===== src/rtl/dmem_port_arbiter_if.sv =====
// Bundle of the CPU, EXT and DMEM signals around the data-memory port arbiter.
// master = requesters and memory macro side, slave = arbiter.
interface dmem_port_arbiter_if #(
  parameter int DATA_WIDTH = 32
);
  logic                  cpu_req_i;
  logic                  cpu_we_i;
  logic [DATA_WIDTH-1:0] cpu_addr_i;
  logic [DATA_WIDTH-1:0] cpu_wdata_i;
  logic [3:0]            cpu_be_i;
  logic                  cpu_gnt_o;
  logic                  cpu_stall_o;
  logic                  cpu_rvalid_o;
  logic [DATA_WIDTH-1:0] cpu_rdata_o;

  logic                  ext_req_i;
  logic                  ext_we_i;
  logic [DATA_WIDTH-1:0] ext_addr_i;
  logic [DATA_WIDTH-1:0] ext_wdata_i;
  logic [3:0]            ext_be_i;
  logic                  ext_last_i;
  logic                  ext_gnt_o;
  logic                  ext_rvalid_o;
  logic [DATA_WIDTH-1:0] ext_rdata_o;

  logic                  DMEM_en_o;
  logic                  DMEM_we_o;
  logic [DATA_WIDTH-1:0] DMEM_add_o;
  logic [DATA_WIDTH-1:0] DMEM_data_write_o;
  logic [3:0]            DMEM_byte_mark_o;
  logic [DATA_WIDTH-1:0] DMEM_data_i;

  modport master (
    output cpu_req_i, cpu_we_i, cpu_addr_i, cpu_wdata_i, cpu_be_i,
    input  cpu_gnt_o, cpu_stall_o, cpu_rvalid_o, cpu_rdata_o,
    output ext_req_i, ext_we_i, ext_addr_i, ext_wdata_i, ext_be_i, ext_last_i,
    input  ext_gnt_o, ext_rvalid_o, ext_rdata_o,
    input  DMEM_en_o, DMEM_we_o, DMEM_add_o, DMEM_data_write_o, DMEM_byte_mark_o,
    output DMEM_data_i
  );

  modport slave (
    input  cpu_req_i, cpu_we_i, cpu_addr_i, cpu_wdata_i, cpu_be_i,
    output cpu_gnt_o, cpu_stall_o, cpu_rvalid_o, cpu_rdata_o,
    input  ext_req_i, ext_we_i, ext_addr_i, ext_wdata_i, ext_be_i, ext_last_i,
    output ext_gnt_o, ext_rvalid_o, ext_rdata_o,
    output DMEM_en_o, DMEM_we_o, DMEM_add_o, DMEM_data_write_o, DMEM_byte_mark_o,
    input  DMEM_data_i
  );
endinterface


===== src/rtl/dmem_port_arbiter.sv =====
// Shares one DMEM port between the CPU MEM stage and an external master, with
// bounded EXT bursts, EXT starvation avoidance and 1-cycle read-return routing.
module dmem_port_arbiter #(
  parameter int DATA_WIDTH = 32,
  parameter int BURST_MAX  = 4,
  parameter int STARVE_MAX = 8
) (
  input logic               clk,
  input logic               rst,
  dmem_port_arbiter_if.slave bus
);
  localparam int BEAT_W   = $clog2(BURST_MAX + 1);
  localparam int STARVE_W = $clog2(STARVE_MAX + 1);

  typedef enum logic [1:0] {IDLE, CPU_OWN, EXT_BURST} state_t;

  state_t              state_q, state_d;
  logic [BEAT_W-1:0]   beat_q, beat_d, beat_inc;
  logic [STARVE_W-1:0] starve_q, starve_d;
  logic                starved;
  logic                cpu_gnt, ext_gnt;
  logic                rd_pend_q, rd_owner_q;
  logic                cpu_rvalid, ext_rvalid;
  logic [1:0]          unused_addr_bits;

  assign unused_addr_bits = bus.cpu_addr_i[1:0] ^ bus.ext_addr_i[1:0];
  assign starved = (starve_q == STARVE_W'(STARVE_MAX));

  // Grants are gated by rst so the port goes quiet the moment reset asserts.
  always_comb begin
    cpu_gnt = 1'b0;
    ext_gnt = 1'b0;
    if (!rst) begin
      if (state_q == EXT_BURST)               ext_gnt = bus.ext_req_i;
      else if (starved && bus.ext_req_i)      ext_gnt = 1'b1;
      else if (bus.cpu_req_i)                 cpu_gnt = 1'b1;
      else if (bus.ext_req_i)                 ext_gnt = 1'b1;
    end
  end

  always_comb begin
    state_d  = state_q;
    beat_d   = beat_q;
    beat_inc = beat_q + 1'b1;
    if (ext_gnt) begin
      if (!bus.ext_last_i && (beat_inc < BEAT_W'(BURST_MAX))) begin
        state_d = EXT_BURST;
        beat_d  = beat_inc;
      end else begin
        state_d = bus.cpu_req_i ? CPU_OWN : IDLE;
        beat_d  = '0;
      end
    end else if (state_q != EXT_BURST) begin
      state_d = cpu_gnt ? CPU_OWN : IDLE;
    end
  end

  always_comb begin
    starve_d = starve_q;
    if (ext_gnt)                        starve_d = '0;
    else if (bus.ext_req_i && !starved) starve_d = starve_q + 1'b1;
  end

  always_ff @(posedge clk or posedge rst) begin
    if (rst) begin
      state_q    <= IDLE;
      beat_q     <= '0;
      starve_q   <= '0;
      rd_pend_q  <= 1'b0;
      rd_owner_q <= 1'b0;
    end else begin
      state_q    <= state_d;
      beat_q     <= beat_d;
      starve_q   <= starve_d;
      rd_pend_q  <= (cpu_gnt && !bus.cpu_we_i) || (ext_gnt && !bus.ext_we_i);
      rd_owner_q <= ext_gnt;
    end
  end

  always_comb begin
    bus.DMEM_en_o         = 1'b0;
    bus.DMEM_we_o         = 1'b0;
    bus.DMEM_add_o        = '0;
    bus.DMEM_data_write_o = '0;
    bus.DMEM_byte_mark_o  = '0;
    if (cpu_gnt) begin
      bus.DMEM_en_o         = 1'b1;
      bus.DMEM_we_o         = bus.cpu_we_i;
      bus.DMEM_add_o        = {bus.cpu_addr_i[DATA_WIDTH-1:2], 2'b00};
      bus.DMEM_data_write_o = bus.cpu_wdata_i;
      bus.DMEM_byte_mark_o  = bus.cpu_we_i ? bus.cpu_be_i : 4'b0000;
    end else if (ext_gnt) begin
      bus.DMEM_en_o         = 1'b1;
      bus.DMEM_we_o         = bus.ext_we_i;
      bus.DMEM_add_o        = {bus.ext_addr_i[DATA_WIDTH-1:2], 2'b00};
      bus.DMEM_data_write_o = bus.ext_wdata_i;
      bus.DMEM_byte_mark_o  = bus.ext_we_i ? bus.ext_be_i : 4'b0000;
    end
  end

  assign cpu_rvalid       = rd_pend_q && !rd_owner_q;
  assign ext_rvalid       = rd_pend_q && rd_owner_q;
  assign bus.cpu_gnt_o    = cpu_gnt;
  assign bus.ext_gnt_o    = ext_gnt;
  assign bus.cpu_stall_o  = bus.cpu_req_i && !cpu_gnt;
  assign bus.cpu_rvalid_o = cpu_rvalid;
  assign bus.ext_rvalid_o = ext_rvalid;
  assign bus.cpu_rdata_o  = cpu_rvalid ? bus.DMEM_data_i : '0;
  assign bus.ext_rdata_o  = ext_rvalid ? bus.DMEM_data_i : '0;
endmodule

===== src/flat_wrapper.sv =====
// flat-port wrapper written by rule: the top's interface ports become plain ports
module dmem_port_arbiter_flat 
#(
  parameter int DATA_WIDTH = 32,
  parameter int BURST_MAX  = 4,
  parameter int STARVE_MAX = 8
)
  (clk, rst, bus_cpu_req_i, bus_cpu_we_i, bus_cpu_addr_i, bus_cpu_wdata_i, bus_cpu_be_i, bus_cpu_gnt_o, bus_cpu_stall_o, bus_cpu_rvalid_o, bus_cpu_rdata_o, bus_ext_req_i, bus_ext_we_i, bus_ext_addr_i, bus_ext_wdata_i, bus_ext_be_i, bus_ext_last_i, bus_ext_gnt_o, bus_ext_rvalid_o, bus_ext_rdata_o, bus_DMEM_en_o, bus_DMEM_we_o, bus_DMEM_add_o, bus_DMEM_data_write_o, bus_DMEM_byte_mark_o, bus_DMEM_data_i);
  dmem_port_arbiter_if #(.DATA_WIDTH(DATA_WIDTH)) bus_i ();
  input logic clk;
  input logic rst;
  input wire logic [$bits(bus_i.cpu_req_i)-1:0] bus_cpu_req_i;
  input wire logic [$bits(bus_i.cpu_we_i)-1:0] bus_cpu_we_i;
  input wire logic [$bits(bus_i.cpu_addr_i)-1:0] bus_cpu_addr_i;
  input wire logic [$bits(bus_i.cpu_wdata_i)-1:0] bus_cpu_wdata_i;
  input wire logic [$bits(bus_i.cpu_be_i)-1:0] bus_cpu_be_i;
  output wire logic [$bits(bus_i.cpu_gnt_o)-1:0] bus_cpu_gnt_o;
  output wire logic [$bits(bus_i.cpu_stall_o)-1:0] bus_cpu_stall_o;
  output wire logic [$bits(bus_i.cpu_rvalid_o)-1:0] bus_cpu_rvalid_o;
  output wire logic [$bits(bus_i.cpu_rdata_o)-1:0] bus_cpu_rdata_o;
  input wire logic [$bits(bus_i.ext_req_i)-1:0] bus_ext_req_i;
  input wire logic [$bits(bus_i.ext_we_i)-1:0] bus_ext_we_i;
  input wire logic [$bits(bus_i.ext_addr_i)-1:0] bus_ext_addr_i;
  input wire logic [$bits(bus_i.ext_wdata_i)-1:0] bus_ext_wdata_i;
  input wire logic [$bits(bus_i.ext_be_i)-1:0] bus_ext_be_i;
  input wire logic [$bits(bus_i.ext_last_i)-1:0] bus_ext_last_i;
  output wire logic [$bits(bus_i.ext_gnt_o)-1:0] bus_ext_gnt_o;
  output wire logic [$bits(bus_i.ext_rvalid_o)-1:0] bus_ext_rvalid_o;
  output wire logic [$bits(bus_i.ext_rdata_o)-1:0] bus_ext_rdata_o;
  output wire logic [$bits(bus_i.DMEM_en_o)-1:0] bus_DMEM_en_o;
  output wire logic [$bits(bus_i.DMEM_we_o)-1:0] bus_DMEM_we_o;
  output wire logic [$bits(bus_i.DMEM_add_o)-1:0] bus_DMEM_add_o;
  output wire logic [$bits(bus_i.DMEM_data_write_o)-1:0] bus_DMEM_data_write_o;
  output wire logic [$bits(bus_i.DMEM_byte_mark_o)-1:0] bus_DMEM_byte_mark_o;
  input wire logic [$bits(bus_i.DMEM_data_i)-1:0] bus_DMEM_data_i;
  assign bus_i.cpu_req_i = bus_cpu_req_i;
  assign bus_i.cpu_we_i = bus_cpu_we_i;
  assign bus_i.cpu_addr_i = bus_cpu_addr_i;
  assign bus_i.cpu_wdata_i = bus_cpu_wdata_i;
  assign bus_i.cpu_be_i = bus_cpu_be_i;
  assign bus_cpu_gnt_o = bus_i.cpu_gnt_o;
  assign bus_cpu_stall_o = bus_i.cpu_stall_o;
  assign bus_cpu_rvalid_o = bus_i.cpu_rvalid_o;
  assign bus_cpu_rdata_o = bus_i.cpu_rdata_o;
  assign bus_i.ext_req_i = bus_ext_req_i;
  assign bus_i.ext_we_i = bus_ext_we_i;
  assign bus_i.ext_addr_i = bus_ext_addr_i;
  assign bus_i.ext_wdata_i = bus_ext_wdata_i;
  assign bus_i.ext_be_i = bus_ext_be_i;
  assign bus_i.ext_last_i = bus_ext_last_i;
  assign bus_ext_gnt_o = bus_i.ext_gnt_o;
  assign bus_ext_rvalid_o = bus_i.ext_rvalid_o;
  assign bus_ext_rdata_o = bus_i.ext_rdata_o;
  assign bus_DMEM_en_o = bus_i.DMEM_en_o;
  assign bus_DMEM_we_o = bus_i.DMEM_we_o;
  assign bus_DMEM_add_o = bus_i.DMEM_add_o;
  assign bus_DMEM_data_write_o = bus_i.DMEM_data_write_o;
  assign bus_DMEM_byte_mark_o = bus_i.DMEM_byte_mark_o;
  assign bus_i.DMEM_data_i = bus_DMEM_data_i;
  dmem_port_arbiter #(.DATA_WIDTH(DATA_WIDTH), .BURST_MAX(BURST_MAX), .STARVE_MAX(STARVE_MAX)) u_core (.clk(clk), .rst(rst), .bus(bus_i));
endmodule

===== config.mk =====
export PLATFORM = sky130hd
export DESIGN_NAME = dmem_port_arbiter_flat
export DESIGN_NICKNAME = d
export VERILOG_FILES = /design/src/rtl/dmem_port_arbiter_if.sv /design/src/rtl/dmem_port_arbiter.sv /design/src/flat_wrapper.sv
export SDC_FILE = /design/constraint.sdc
export NUM_CORES = 1
export LEC_CHECK = 0
export CAP_MARGIN = 10
export CORE_AREA = 2 2 120 122
export DETAILED_ROUTE_END_ITERATION = 7
export DIE_AREA = 0 0 122 124
export GPL_TIMING_DRIVEN = 0
export PLACE_DENSITY = 0.57
export RECOVER_POWER = 100
export SYNTH_ARGS = -nofsm -noshare
export SYNTH_HDL_FRONTEND = slang
export SYNTH_SLANG_ARGS = --single-unit

===== constraint.sdc =====
create_clock -name clk -period 3.01 [get_ports clk]
set_clock_uncertainty 0.1 [all_clocks]
set_input_delay 0.4515 -clock clk [delete_from_list [all_inputs] [get_ports clk]]
set_output_delay 0.4515 -clock clk [all_outputs]
set_load 0.02 [all_outputs]

==> summary.md <==
| Metric | Value |
|---|---|
| Most used cell, CP | `buf_4` |
| Starting Density | `between 10% and 20%` |
| Synth warnings | `0` |
| Worst slew margin | `60.42%` |
| I/O pin count | `between 300 and 400` |
| Post-Syn Area | `0.001788 mm^2` |
| Total CTS buffers | `3` |
| Critical Path RT | `2.46 ns` |
| Area leader, netlist | `a22o_1` |
| Worst skew pair latency | `between 0.2 and 0.25 ns` |
| Die Ht | `between 100 and 150 um` |
| Critical R2R Launch | `u_core.starve_q[0]` |
| Placed insts | `approximately 710` |
| Max clock buf depth | `2` |
| Endpoint of the worst hold path | `u_core.beat_q[2]` |
| Hold-critical path depth | `1` |
| Status | `finished, final reports clean` |
| Total gr overflow | `0` |
| Post-route ant nets | `0` |
| Clk pin slew, worst setup/hold paths | `0.04 ns` |
| Core area | `0.01372 mm^2` |
| Post-route clock period utilization | `a little over nine tenths` |
| Hold Crit Class | `flip-flop to flip-flop` |
| Slowest Stage Delay on Critical Path | `approximately 0.54 ns` |
| Slew Limit Fails | `0` |
| Nets@finish | `712` |
| Port bufs | `~300` |
| Largest net degree at the start of global routing | `12` |
| Seq/Total Area, Yosys | `between 15 and 20%` |
| First-pass detailed-route iteration total | `4` |
| CP Cell Sequence | `clkdlybuf4s50_1 > inv_1 > o311a_4 > buf_4 > buf_4 > a22o_1 > clkdlybuf4s15_2` |
| MaxCap Viol Count | `0` |
| Leakage | `roughly 2.4 nW` |
| Slowest CP cell | `clkdlybuf4s50_1` |
| CTS tree | `built` |
| FF-to-FF setup slack | `about 1.0 ns` |
| Routed length per instance | `17.23 um` |
| Final hold vios | `0` |
| Vias/cell | `4.268` |
| Critical path launch point type | `primary input` |
| Residual DRC | `0` |
| Fmax | `about 0.34 GHz` |
| Asr flop ratio synth | `100.0%` |
| Clock Sinks | `11` |
| Reg2reg end | `u_core.rd_pend_q` |
| Area share of the largest cell type after synthesis | `between 20% and 30%` |
| Worst Max-Slew Pin Slew | `0.5937 ns` |
| Cell Area, Placed | `roughly 0.005 mm^2` |
| Setup-failing EPs final | `0` |
| Post-synth EDFFs | `0` |
| Row count | `43` |
| Clock root cell | `clkbuf_16` |
| Number of global-route vias before repair | `~3,200` |
| # diodes | `0` |
| Pwr dens | `approximately 290 mW/mm^2` |
| Worst Path Max Fanout | `10` |
| WL final | `12,290 um` |
| Syn avg cell area | `8.202 um^2` |
| Synth unique cells | `33` |
| Worst slack at placement | `-0.9185 ns` |
| Layout Utilization | `a little under two fifths` |
| Overall Global Routing Usage | `between 10% and 20%` |
| Unrepaired setup endpoints after global routing | `no` |
| HPWL Detailed | `around 11,000 um` |
| Top cells by area, synth | `a22o_1, dfrtp_1, and2_1` |
| Horiz. Die Dim | `122 um` |
| Layout cell share with drive strength beyond 1 | `10.13%` |
| First-pass GRT wire length | `approximately 17,000 um` |
| Hold Buf Count CTS | `0` |
| H-Tree Depth | `1` |
| 1st-iter DRT viols | `57` |
| Non-filler instance count after layout | `713` |
| Routability Congestion | `0.7944` |
| Worst Reg-to-Reg Cells | `6` |
| HP Start | `u_core.beat_q[2]` |
| Final worst slack | `approximately 0.073 ns` |
| Die ar. | `between 0.015 and 0.02 mm^2` |
| Fin crit period | `between 2 and 3 ns` |
| Hold WS | `roughly 0.42 ns` |
| Peak supply drop | `around 0.00017 V` |
| Cell area after layout | `around 0.0050 mm^2` |
| Arr. time, crit path | `between 2 and 2.5 ns` |
| Via count | `3,043` |
| Top FF cell, synth | `dfrtp_1` |
| Register bit total from synthesis | `11` |
| Initial antenna violation count | `0` |
| Post-Syn Instances | `about 220` |
| Crit Path Class | `primary input to output port` |
| CP endpoint kind | `output port` |
| Layout Area Growth over Synthesis | `181.7%` |
area by class of cell:
type	instances	area [um^2]
Clock buffer	4	78.83
Buffer	27	171.4
Multi-Input combinational cell	174	1334
Tap cell	180	225.2
Sequential cell	11	275.3
Fill cell	1433	8682
Timing Repair Buffer	311	2927
Inverter	6	26.28
metrics by stage:
stage	TNS (ns)	power, W
6_report	0	0.001447
5_1_grt	0	0.001551
4_1_cts	0	0.001475
3_5_place_dp	-52.61	0.001275
3_3_place_gp	-48.24	0.001258
2_1_floorplan	0	0.0007023
what timing repair did:
item / in CTS / in global routing
gates resized for setup: 88 / 46
setup buffers: 3 / 2
pin swaps: 1 / 0
endpoints found under the hold margin: 0 / 0
endpoints found under the setup margin: 70 / 69
gates cloned: 0 / 0
cell usage after synthesis, drive strengths merged (3+ instances only):
library cell,count
ha,3
clkbuf,15
a22o,64
dfrtp,11
nor2,3
inv,6
a21oi,4
buf,13
and3,32
a32o,4
nor2b,3
and2,37
worst max-delay path, delay by kind of cell:
family	cells	cell delay, ns
AO/OA/AOI/OAI	2	0.63
buffers and inverters	5	1.30
where the power goes:
part	internal, W	leakage [nW]	total (W)	switching, W
combinational	0.000519	2.25	0.000982	0.000463
clock	0.000178	0.0382	0.000241	0.0000630
sequential	0.000190	0.144	0.000225	0.0000345
total	0.000887	2.43	0.00145	0.000561
layout by cell type (no fill, tap or decap), drive strengths merged:
| cell type | count |
|---|---|
| xor2 | 2 |
| nand4b | 1 |
| a31o | 1 |
| nand3 | 2 |
| a21oi | 4 |
| o311a | 1 |
| nor3b | 1 |
| and3 | 32 |
| mux2i | 1 |
| dlymetal6s2s | 1 |
| a22o | 64 |
| and2 | 37 |
| dlygate4sd3 | 51 |
| buf | 17 |
| inv | 5 |
| clkdlybuf4s50 | 186 |
| and3b | 1 |
| nor2 | 3 |
| mux2 | 2 |
| nor3 | 1 |
| a32o | 4 |
| o21bai | 2 |
| clkdlybuf4s15 | 7 |
| nand4 | 1 |
| conb | 2 |
| nand2b | 1 |
| nor2b | 3 |
| or2 | 1 |
| or3 | 1 |
| a2111oi | 1 |
| clkinvlp | 1 |
| nand2 | 2 |
| dlygate4sd2 | 38 |
| dfrtp | 11 |
| clkbuf | 42 |
| ha | 3 |
how the worst max path moves through the flow:
stage                        from                        end  slack (ns)  depth (start not counted)
5_1_grt        u_core.starve_q[0]         bus_DMEM_add_o[17]       0.002                          7
3_5_place_dp                  rst  bus_DMEM_data_write_o[22]       -0.92                          8
2_1_floorplan  u_core.starve_q[0]    bus_DMEM_byte_mark_o[0]        0.51                          6
3_3_place_gp                  rst  bus_DMEM_data_write_o[22]       -0.86                          8
4_1_cts        u_core.starve_q[0]  bus_DMEM_data_write_o[25]      0.0006                          8
6_report            bus_cpu_req_i  bus_DMEM_data_write_o[20]        0.07                          7
metal layers:
layer | GRT usage [%] | part of all wire [%] | vias to the layer above
li1 | - | - | 1460
met4 | 2.155 | 0.85 | 0
met1 | 16.51 | 37 | 1397
met3 | 3.800 | 9.4 | 8
met2 | 28.14 | 53 | 178
met5 | 0 | 0 | -
logic make-up after synthesis:
| logic type | after synthesis | synth area share [%] |
|---|---|---|
| XOR/XNOR | 2 | 0.9799 |
| multiplexers | 3 | 1.819 |
| AO/OA/AOI/OAI | 77 | 38.70 |
| flip-flops | 11 | 15.40 |
| other | 1 | 0.2097 |
| buffers and inverters | 34 | 10.78 |
| AND/OR/NAND/NOR | 87 | 30.02 |
| adder cells (fa/ha/maj) | 3 | 2.100 |
registers in the layout (all words and copies together) (netlist names):
signal and flops:
u_core.rd_owner_q 1, u_core.starve_q 4, u_core.beat_q 3, u_core.state_q 2, u_core.rd_pend_q 1
Power figures use the tool's default switching activity.
